==> config.mk <==
export PLATFORM = sky130hd
export DESIGN_NAME = cla_pipe_addsub
export DESIGN_NICKNAME = d
export VERILOG_FILES = /design/src/rtl/cla_pipe_addsub.sv
export SDC_FILE = /design/constraint.sdc
export NUM_CORES = 1
export LEC_CHECK = 0
export ABC_AREA = 1
export CAP_MARGIN = 20
export CELL_PAD_IN_SITES_DETAIL_PLACEMENT = 1
export CELL_PAD_IN_SITES_GLOBAL_PLACEMENT = 1
export CORE_ASPECT_RATIO = 1.2
export CORE_MARGIN = 2
export CORE_UTILIZATION = 28
export DETAILED_ROUTE_END_ITERATION = 8
export PLACE_DENSITY_LB_ADDON = 0.15
export SETUP_SLACK_MARGIN = 0.15
export SYNTH_ARGS = -nofsm -noshare
export SYNTH_HDL_FRONTEND = slang
export SYNTH_SLANG_ARGS = --single-unit
==> constraint.sdc <==
create_clock -name clk -period 2.6 [get_ports clk]
set_input_delay 0.52 -clock clk [delete_from_list [all_inputs] [get_ports clk]]
set_output_delay 0.52 -clock clk [all_outputs]
set_load 0.005 [all_outputs]
==> src/rtl/cla_pipe_addsub.sv <==
// Pipelined add/subtract: one BLK-wide carry-lookahead block is resolved per stage,
// with a global stall driven by the output handshake.
module cla_pipe_addsub #(
    parameter int WIDTH = 16,
    parameter int BLK   = 4
) (
    input  logic             clk,
    input  logic             rst,
    input  logic [WIDTH-1:0] a,
    input  logic [WIDTH-1:0] b,
    input  logic             sub,
    input  logic             in_valid,
    output logic             in_ready,
    output logic [WIDTH-1:0] s,
    output logic             c,
    output logic             ovf,
    output logic             out_valid,
    input  logic             out_ready
);
    localparam int NSEG = WIDTH / BLK;

    // Returns {carry into block MSB, carry out, sum}.
    function automatic logic [BLK+1:0] blk_add(input logic [BLK-1:0] x,
                                               input logic [BLK-1:0] y,
                                               input logic           cin);
        logic [BLK-1:0] g;
        logic [BLK-1:0] p;
        logic [BLK:0]   cy;
        logic           gg;
        logic           pp;
        g     = x & y;
        p     = x ^ y;
        cy    = '0;
        cy[0] = cin;
        gg    = 1'b0;
        pp    = 1'b1;
        // Prefix group generate/propagate, so every carry is a direct function of cin.
        for (int i = 0; i < BLK; i++) begin
            gg        = g[i] | (p[i] & gg);
            pp        = pp & p[i];
            cy[i + 1] = gg | (pp & cin);
        end
        return {cy[BLK-1], cy[BLK], p ^ cy[BLK-1:0]};
    endfunction

    logic [WIDTH-1:0] opa_q [NSEG];
    logic [WIDTH-1:0] opb_q [NSEG];
    logic [WIDTH-1:0] res_q [NSEG];
    logic [NSEG-1:0]  vld_q;
    logic [NSEG-1:0]  cy_q;
    logic [NSEG-1:0]  cm_q;
    logic [BLK+1:0]   blk_r [NSEG];
    logic [WIDTH-1:0] b_eff;
    logic             advance;

    assign advance   = !vld_q[NSEG-1] || out_ready;
    assign in_ready  = advance;
    assign out_valid = vld_q[NSEG-1];
    assign s         = res_q[NSEG-1];
    assign c         = cy_q[NSEG-1];
    assign ovf       = cy_q[NSEG-1] ^ cm_q[NSEG-1];

    always_comb begin
        b_eff = sub ? ~b : b;
        for (int k = 0; k < NSEG; k++) begin
            blk_r[k] = '0;
        end
        blk_r[0] = blk_add(a[BLK-1:0], b_eff[BLK-1:0], sub);
        for (int k = 1; k < NSEG; k++) begin
            blk_r[k] = blk_add(opa_q[k-1][k*BLK +: BLK], opb_q[k-1][k*BLK +: BLK], cy_q[k-1]);
        end
    end

    always_ff @(posedge clk) begin
        if (rst) begin
            vld_q <= '0;
            cy_q  <= '0;
            cm_q  <= '0;
            for (int k = 0; k < NSEG; k++) begin
                opa_q[k] <= '0;
                opb_q[k] <= '0;
                res_q[k] <= '0;
            end
        end else if (advance) begin
            // Operand B is stored already inverted, so sub is not needed past stage 0.
            vld_q[0]  <= in_valid;
            opa_q[0]  <= a;
            opb_q[0]  <= b_eff;
            res_q[0]  <= WIDTH'(blk_r[0][BLK-1:0]);
            cy_q[0]   <= blk_r[0][BLK];
            cm_q[0]   <= blk_r[0][BLK+1];
            for (int k = 1; k < NSEG; k++) begin
                vld_q[k]                  <= vld_q[k-1];
                opa_q[k]                  <= opa_q[k-1];
                opb_q[k]                  <= opb_q[k-1];
                res_q[k]                  <= res_q[k-1];
                res_q[k][k*BLK +: BLK]    <= blk_r[k][BLK-1:0];
                cy_q[k]                   <= blk_r[k][BLK];
                cm_q[k]                   <= blk_r[k][BLK+1];
            end
        end
    end
endmodule

Word level (Yosys, flattened, before mapping). Memories as Yosys holds them, arrays and structs flattened. Cells that the tools add are included.

Bits in registers: 12. Bits in latches: 0. Memory bits (writable): 192. Memory bits (read-only): 0. Bits of input ports: 37. Output and inout bits: 20. Logic and storage cells: 126. Memories: 3.

Add/sub/neg operators: 0. $mul: 0. Divide/modulo/power cells: 0. $lt $le $gt $ge: 0. Equality and inequality tests: 0. Shift-type cells: 0. Muxes and demuxes: 21. Bitwise logic cells: 97. Reduce and logical (&&, ||, !) cells: 2.

Memories: opa_q (words 4, bits a word 16, rd ports 3, clocked after Yosys merged registers in 0, write ports 4, line 46) `logic [WIDTH-1:0] opa_q [NSEG];`; opb_q (words 4, bits a word 16, rd ports 3, clocked after Yosys merged registers in 0, write ports 4, line 47) `logic [WIDTH-1:0] opb_q [NSEG];`; res_q (words 4, bits a word 16, rd ports 4, clocked after Yosys merged registers in 0, write ports 4, line 48) `logic [WIDTH-1:0] res_q [NSEG];`.

Operator list (number): two-way mux 16 bit (13); bitwise OR 1 bit (43); bitwise AND 1 bit (40); XOR 4 bit (8); bitwise AND 4 bit (4); inverter 16 bit (1); two-way mux 4 bit (3); two-way mux 1 bit (5); logical NOT 1 bit (1); logical OR 1 bit (1); XOR 1 bit (1).

Logic depth before layout (Yosys ltp). Gate-level depths: netlist (run 1).

Depth in word-level cells: 10. Depth in mapped cells: 12. Depth with buffers taken out: 10.

Worst setup path after synthesis (run 1). Ideal clock, no wire load.

Path kind: input-to-reg. Start point: input port out_ready. End point: register cm_q[3]. Setup time: 0.114 ns. Arrival time: 2.107 ns. Required time: 2.486 ns. Setup slack: 0.379 ns. Cell stages on the path: 5. Buffers on the path: 0. Cell sequence: nor2_4 -> nand2_2 -> inv_1 -> nand2_1 -> nand2_1.

Cells in the longest elaborated chain, start to end: 1.

RTL lines: start: declaration (line 18) `input logic out_ready`; logical OR 1 bit (line 56) `assign advance = !vld_q[NSEG-1] || out_ready;`; end signal: indexed assignment (line 99) `cm_q[k] <= blk_r[k][BLK+1];`; end: declaration (line 51) `logic [NSEG-1:0] cm_q;`.

Every way passes these cells. A chain may end at the register's enable or synchronous reset.

Worst setup path after layout (run 1).
Start point: input port out_ready. End point: output port in_ready.

Cells in the longest elaborated chain, start to end: 1.

RTL lines: logical OR 1 bit (line 56); end: declaration (line 13) `output logic in_ready,`.

Every way passes these cells.

==> results of run 1 <==
==> registers in the layout, indices dropped and copies added (netlist names) <==
| name | flops |
|---|---|
| cm_q | 1 |
| cy_q | 4 |
| opa_q | 24 |
| opb_q | 24 |
| res_q | 40 |
| vld_q | 4 |
==> worst min-delay path by stage <==
stage,endpoint,depth (start not counted),slack [ns],start
floorplan,cm_q[3],2,0.44,cm_q[3]
global placement,cm_q[3],2,0.46,cm_q[3]
detailed placement,cm_q[3],2,0.46,cm_q[3]
CTS,cm_q[3],2,0.47,cm_q[3]
global route,cm_q[3],2,0.49,cm_q[3]
finish,cm_q[3],2,0.47,cm_q[3]
==> where the power goes <==
part	total [W]	switching, W	internal [W]
Clock	0.00129	0.000543	0.000746
Combinational	0.000373	0.000188	0.000185
Sequential	0.00185	0.0000323	0.00181
==> synth_stat cells, drive strengths merged <==
cell type / number
edfxtp: 88
or2: 3
ha: 16
nand2: 59
dfxtp: 9
nor3b: 1
xor2: 8
fa: 3
buf: 27
o21ai: 4
xnor2: 12
o22ai: 2
a21oi: 8
nand3: 15
inv: 94
nand3b: 2
nor2: 96
==> layer usage <==
layer	wire (um)	vias up	global-route usage
met5	0	-	0
met4	129	0	0.0345
met3	281	9	0.0266
met2	3720	42	0.159
met1	3710	1307	0.113
li1	-	1467	-
==> worst reg2reg max path, delay by kind of cell (launching register included) <==
kind | cells | cell delay, ns
and+or+nand+nor | 5 | 0.56
DFF | 1 | 0.37
adders and majority gates | 1 | 0.37
==> cell families after synthesis <==
group           after synthesis  synth area share
buf+inv                     121             0.129
fa+ha+maj                    19            0.0556
simple gates                176             0.157
flops                        97             0.604
xor+xnor                     20            0.0375
compound gates               14            0.0182
==> cell type report <==
cell class,instances,area [um2],area share
Sequential cell,97,2820,0.498
Timing Repair Buffer,66,686,0.121
Inverter,94,358,0.0631
Tap cell,212,265,0.0468
Multi-Input combinational cell,229,1260,0.222
Clock buffer,13,240,0.0424
Clock inverter,3,42.5,0.00750
==> metrics by stage <==
step	area (um2)	worst slack (ns)
2_1_floorplan	4680	0.379
3_3_place_gp	5390	0.213
3_5_place_dp	5390	0.124
4_1_cts	5670	0.364
5_1_grt	5670	0.293
6_report	5670	0.373
==> results by group, run 1 <==
Status
  – Outcome: complete, no violations

Clock tree
  – TritonCTS clock tree: done
  – Post-CTS Hold Fix Bufs: 0
  – Number of buffers created by CTS: 9
  – Clock slew at the register clock pins of the worst setup and hold paths: approximately 0.06 ns
  – Latest clock arrival within the worst-skew pair: between 0.3 and 0.4 ns
  – Total of cells resized after clock tree synthesis: 0
  – Setup fix buffers added after clock tree synthesis: 0
  – Number of buffers on the longest clock path: 2
  – Clk root buf: sky130_fd_sc_hd__clkbuf_16
  – H-tree level count: 3
  – Num Clock Sinks: slightly below 100

GRT
  – Number of global-route vias before repair: a little under 3000
  – Largest net degree at the start of global routing: 33
  – First-pass GRT wire length: 13100 um
  – GRT Util Overall: 0.0940
  – Sum of overflow across all layers after global routing: 0
  – Number of antenna violations at the first check in global routing: 0

Worst setup path
  – Cell repeated most along the worst path: sky130_fd_sc_hd__clkdlybuf4s50_1
  – Buf+Inv Stages, Crit Path: 3
  – Largest delay contributor family on the critical path: buffers and inverters
  – Maximum fanout encountered on the critical timing path: 3
  – Arrival time worst endpoint: roughly 1.7 ns
  – CP required: about 2.1 ns
  – CP max stage cell: sky130_fd_sc_hd__clkdlybuf4s50_1
  – Worst setup EP type: output port
  – Crit path to: in_ready
  – Timing startpoint of the critical path: out_ready
  – CP Depth: 4
  – Flop-to-flop setup slack: 1.05 ns
  – Crit Path Category: input port to output port
  – Reg-to-reg startpoint: opa_q[0][25]
  – Capture point of the worst reg-to-reg path: res_q[0][43]
  – Worst path cell trace: clkdlybuf4s50_1 > nor2_4 > inv_1 > clkdlybuf4s50_1
  – Highest cell delay on the worst timing path: 0.45 ns
  – Register-to-Register Path Depth: 6
  – Startpoint class of the critical path: input port

Power and ir drop
  – Total power draw: about 0.0035 W
  – IR Drop Worst-Case VDD: approximately 0.00033 V
  – Leakage power: between 2 and 2.5 nW
  – Power density over the cells: 619 nW/um2

Synthesis
  – Top-area cell type share of the netlist area: 0.565
  – Share of the yosys chip area belonging to registers: 0.604
  – Avg Inst Size Synth: roughly 10 um2
  – Mapped cell area: roughly 4700 um2
  – Synth area leaders: sky130_fd_sc_hd__edfxtp_1, sky130_fd_sc_hd__nor2_1, sky130_fd_sc_hd__inv_1, sky130_fd_sc_hd__nand2_1, sky130_fd_sc_hd__ha_1
  – Largest area contributor in the synthesized netlist: sky130_fd_sc_hd__edfxtp_1
  – Post-synthesis cell type count: 24
  – Total of flip-flops plus latches after synthesis: 97
  – Syn Nets: a little over 500
  – Synth Warn #: 0
  – Mapped Cells: between 400 and 500

STA
  – Number of hold violations in the final report: 0
  – Post-route setup TNS: 0 ns
  – RSZ-0062 raised after global routing: no
  – Slew headroom: 0.757
  – Share of the cycle needed by the critical path after routing: 0.856
  – Max-slew violations: 0
  – Max Clk Rate: roughly 0.45 GHz
  – Clock Skew: about 0.0067 ns
  – Final period demand of the worst path: 2.23 ns
  – Actual transition at the worst max-transition pin: 0.363 ns
  – Worst Hold Margin: approximately 0.47 ns
  – Number of setup violations in the final report: 0

Final layout
  – Number of filler instances in the final layout: 1835
  – Final net count: between 500 and 600
  – Post-route non-filler standard cell count: 714
  – Highest-count cells in the layout ignoring fill and taps: sky130_fd_sc_hd__nor2_1, sky130_fd_sc_hd__inv_1, sky130_fd_sc_hd__edfxtp_1
  – Fraction of layout cells with a size suffix above 1: 0.0598
  – Leading cell type in the layout, fill and taps excluded: sky130_fd_sc_hd__nor2_1
  – Final design utilization: 0.349
  – Total inserted antenna cells: 0
  – Layout-stage area growth over the synthesis result: 21.3%

Worst hold path
  – Kind of path behind the tightest hold check: flip-flop to flip-flop

Placed design
  – Port bufs: 56
  – Routability-driven placement congestion ratio: between 0.7 and 0.8
  – Cell count after placement: approximately 700
  – DP Wirelength: ~5600 um

Floorplanning
  – Count of standard-cell rows: 51
  – Die Outline Area: about 18000 um2
  – Number of primary I/O pins: 57
  – Die Ht: around 150 um
  – Initial cell density of the core: 0.287
  – Area of the core: 16300 um2
  – Die W: roughly 120 um

Route
  – Via density per instance: between 3 and 4
  – Average wire length per cell after detail routing: about 11 um
  – Count of TritonRoute iterations in the first routing pass: 4
  – Number of nets with antenna violations after routing: 0
  – Drt total wl: just under 8000 um
  – DRC violation count after routing: 0
  – Total number of vias: around 2800
  – 1st-iter DRT viols: ~140

Flow run
  – Number of maximum-capacitance constraint violations: 0
No activity file was read; power rests on OpenSTA's default activity.
==> inputs of run 2 (changes only) <==
--- a/config.mk
+++ b/config.mk
@@ -11,7 +11,7 @@
 export CELL_PAD_IN_SITES_GLOBAL_PLACEMENT = 1
 export CORE_ASPECT_RATIO = 1.2
 export CORE_MARGIN = 2
-export CORE_UTILIZATION = 28
+export CORE_UTILIZATION = 40
 export DETAILED_ROUTE_END_ITERATION = 8
 export PLACE_DENSITY_LB_ADDON = 0.15
 export SETUP_SLACK_MARGIN = 0.15
==> results by group, run 2 (synthesized netlist as in run 1, its figures left out) <==
Status
  – Outcome: complete, no violations

Floorplanning
  – Initial cell density of the core: 0.408
  – Die Ht: 122 um
  – Count of standard-cell rows: 43
  – Area of the core: ~11000 um2
  – Die Outline Area: around 13000 um2
  – Die W: 103 um
  – Number of primary I/O pins: 57

GRT
  – First-pass GRT wire length: approximately 14000 um
  – GRT Util Overall: 0.148
  – Largest net degree at the start of global routing: 57
  – Number of antenna violations at the first check in global routing: 0
  – Sum of overflow across all layers after global routing: 0
  – Number of global-route vias before repair: 3007

Final layout
  – Most flop-heavy register: res_q
  – Final design area excluding fillers: 5570 um2
  – Layout-stage area growth over the synthesis result: 19.2%
  – Final net count: 551
  – Sequential Area: between 2000 and 3000 um2
  – Multi-input logic area: ~1300 um2
  – Number of flip-flops under the largest register name: 40
  – Post-route non-filler standard cell count: 657
  – Total inserted antenna cells: 0
  – Leading cell type in the layout, fill and taps excluded: sky130_fd_sc_hd__nor2_1
  – Highest-count cells in the layout ignoring fill and taps: sky130_fd_sc_hd__nor2_1, sky130_fd_sc_hd__inv_1, sky130_fd_sc_hd__edfxtp_1
  – Number of filler instances in the final layout: about 1300
  – Fraction of layout cells with a size suffix above 1: 0.0560
  – Top flop regs: res_q: 40 flops, opa_q: 24 flops, opb_q: 24 flops

Route
  – Count of TritonRoute iterations in the first routing pass: 4
  – Drt total wl: approximately 8200 um
  – Via density per instance: about 4.4
  – Number of nets with antenna violations after routing: 0
  – Average wire length per cell after detail routing: 12.5 um
  – Total number of vias: ~2900
  – 1st-iter DRT viols: 63
  – DRC violation count after routing: 0

Worst setup path
  – Startpoint class of the critical path: input port
  – Worst path cell trace: clkdlybuf4s50_1 > nor2_4 > inv_1 > clkdlybuf4s50_1
  – Crit Path Category: input port to output port
  – Cell repeated most along the worst path: sky130_fd_sc_hd__clkdlybuf4s50_1
  – Arrival time worst endpoint: between 1.5 and 2 ns
  – Highest cell delay on the worst timing path: 0.45 ns
  – Worst setup EP type: output port
  – Maximum fanout encountered on the critical timing path: 3
  – Flop-to-flop setup slack: 1.00 ns
  – CP max stage cell: sky130_fd_sc_hd__clkdlybuf4s50_1
  – CP required: between 2 and 2.5 ns

Power and ir drop
  – IR Drop Worst-Case VDD: around 0.00031 V
  – Power density over the cells: between 600 and 700 nW/um2
  – Total power draw: around 0.0035 W
  – Leakage power: about 2.4 nW

STA
  – Post-route setup TNS: 0 ns
  – Max Clk Rate: approximately 0.45 GHz
  – Actual transition at the worst max-transition pin: between 0.3 and 0.4 ns
  – Max-slew violations: 0
  – RSZ-0062 raised after global routing: no
  – Slew headroom: 0.776
  – Worst Hold Margin: approximately 0.47 ns
  – Clock Skew: between 0.006 and 0.007 ns
  – Share of the cycle needed by the critical path after routing: 0.857
  – Number of setup violations in the final report: 0
  – Final period demand of the worst path: approximately 2.2 ns
  – Number of hold violations in the final report: 0

Clock tree
  – Clock slew at the register clock pins of the worst setup and hold paths: about 0.060 ns
  – Clk root buf: sky130_fd_sc_hd__clkbuf_16
  – Num Clock Sinks: 97
  – Number of buffers on the longest clock path: 2
  – Number of buffers created by CTS: 9
  – TritonCTS clock tree: done
  – Total of cells resized after clock tree synthesis: 0
  – Setup fix buffers added after clock tree synthesis: 0
  – Post-CTS Hold Fix Bufs: 0
  – Latest clock arrival within the worst-skew pair: roughly 0.33 ns
  – H-tree level count: 3

Placed design
  – Routability-driven placement congestion ratio: between 0.7 and 0.8
  – Placed Instance Area: about 5300 um2
  – Cell count after placement: approximately 640
  – DP Wirelength: about 6000 um
  – Port bufs: 56

Worst hold path
  – Kind of path behind the tightest hold check: flip-flop to flip-flop

Flow run
  – Number of maximum-capacitance constraint violations: 0
==> run 2: cell types whose count changed in the layout (fill, tap and decap cells not counted), sizes merged <==
cell | previous run | this run
buf | 10 | 8
clkinv | 1 | 3
clkbuf | 13 | 12
clkinvlp | 1 | 0
==> run 2: final timing paths <==
check | to | startpoint | cells past startpoint
min reg2reg | cm_q[3] | cm_q[3] | 2
min | cm_q[3] | cm_q[3] | 2
max reg2reg | res_q[0][23] | opa_q[0][5] | 6
max | in_ready | out_ready | 4
==> run 2: power breakdown <==
group	switching, W	internal (W)
Sequential	0.0000345	0.00181
Combinational	0.000197	0.000184
Clock	0.000520	0.000740
Total	0.000752	0.00274
==> run 2: critical path, delay by kind of cell <==
| family | cells | cell delay [ns] |
|---|---|---|
| buf+inv | 3 | 0.96 |
| simple gates | 1 | 0.22 |
==> run 2: per-layer routing <==
layer,track usage,vias up,wire [um]
li1,-,1467,-
met1,0.169,1356,3470
met2,0.259,42,4400
met3,0.0393,7,232
met4,0.0625,0,131
met5,0,-,0
==> run 2: final cells by class <==
type | instances | area share
inverter | 94 | 0.0642
sequential | 97 | 0.507
multi-input combinational | 229 | 0.226
tap | 157 | 0.0352
clock buffer | 12 | 0.0424
timing repair buffer | 64 | 0.118
clock inverter | 4 | 0.00786
==> run 2: through the flow <==
step	setup WS (ns)	util
floorplan	0.379	-
global placement	0.326	0.462
detailed placement	0.272	0.462
CTS	0.356	0.486
global route	0.290	0.486
finish	0.372	0.486
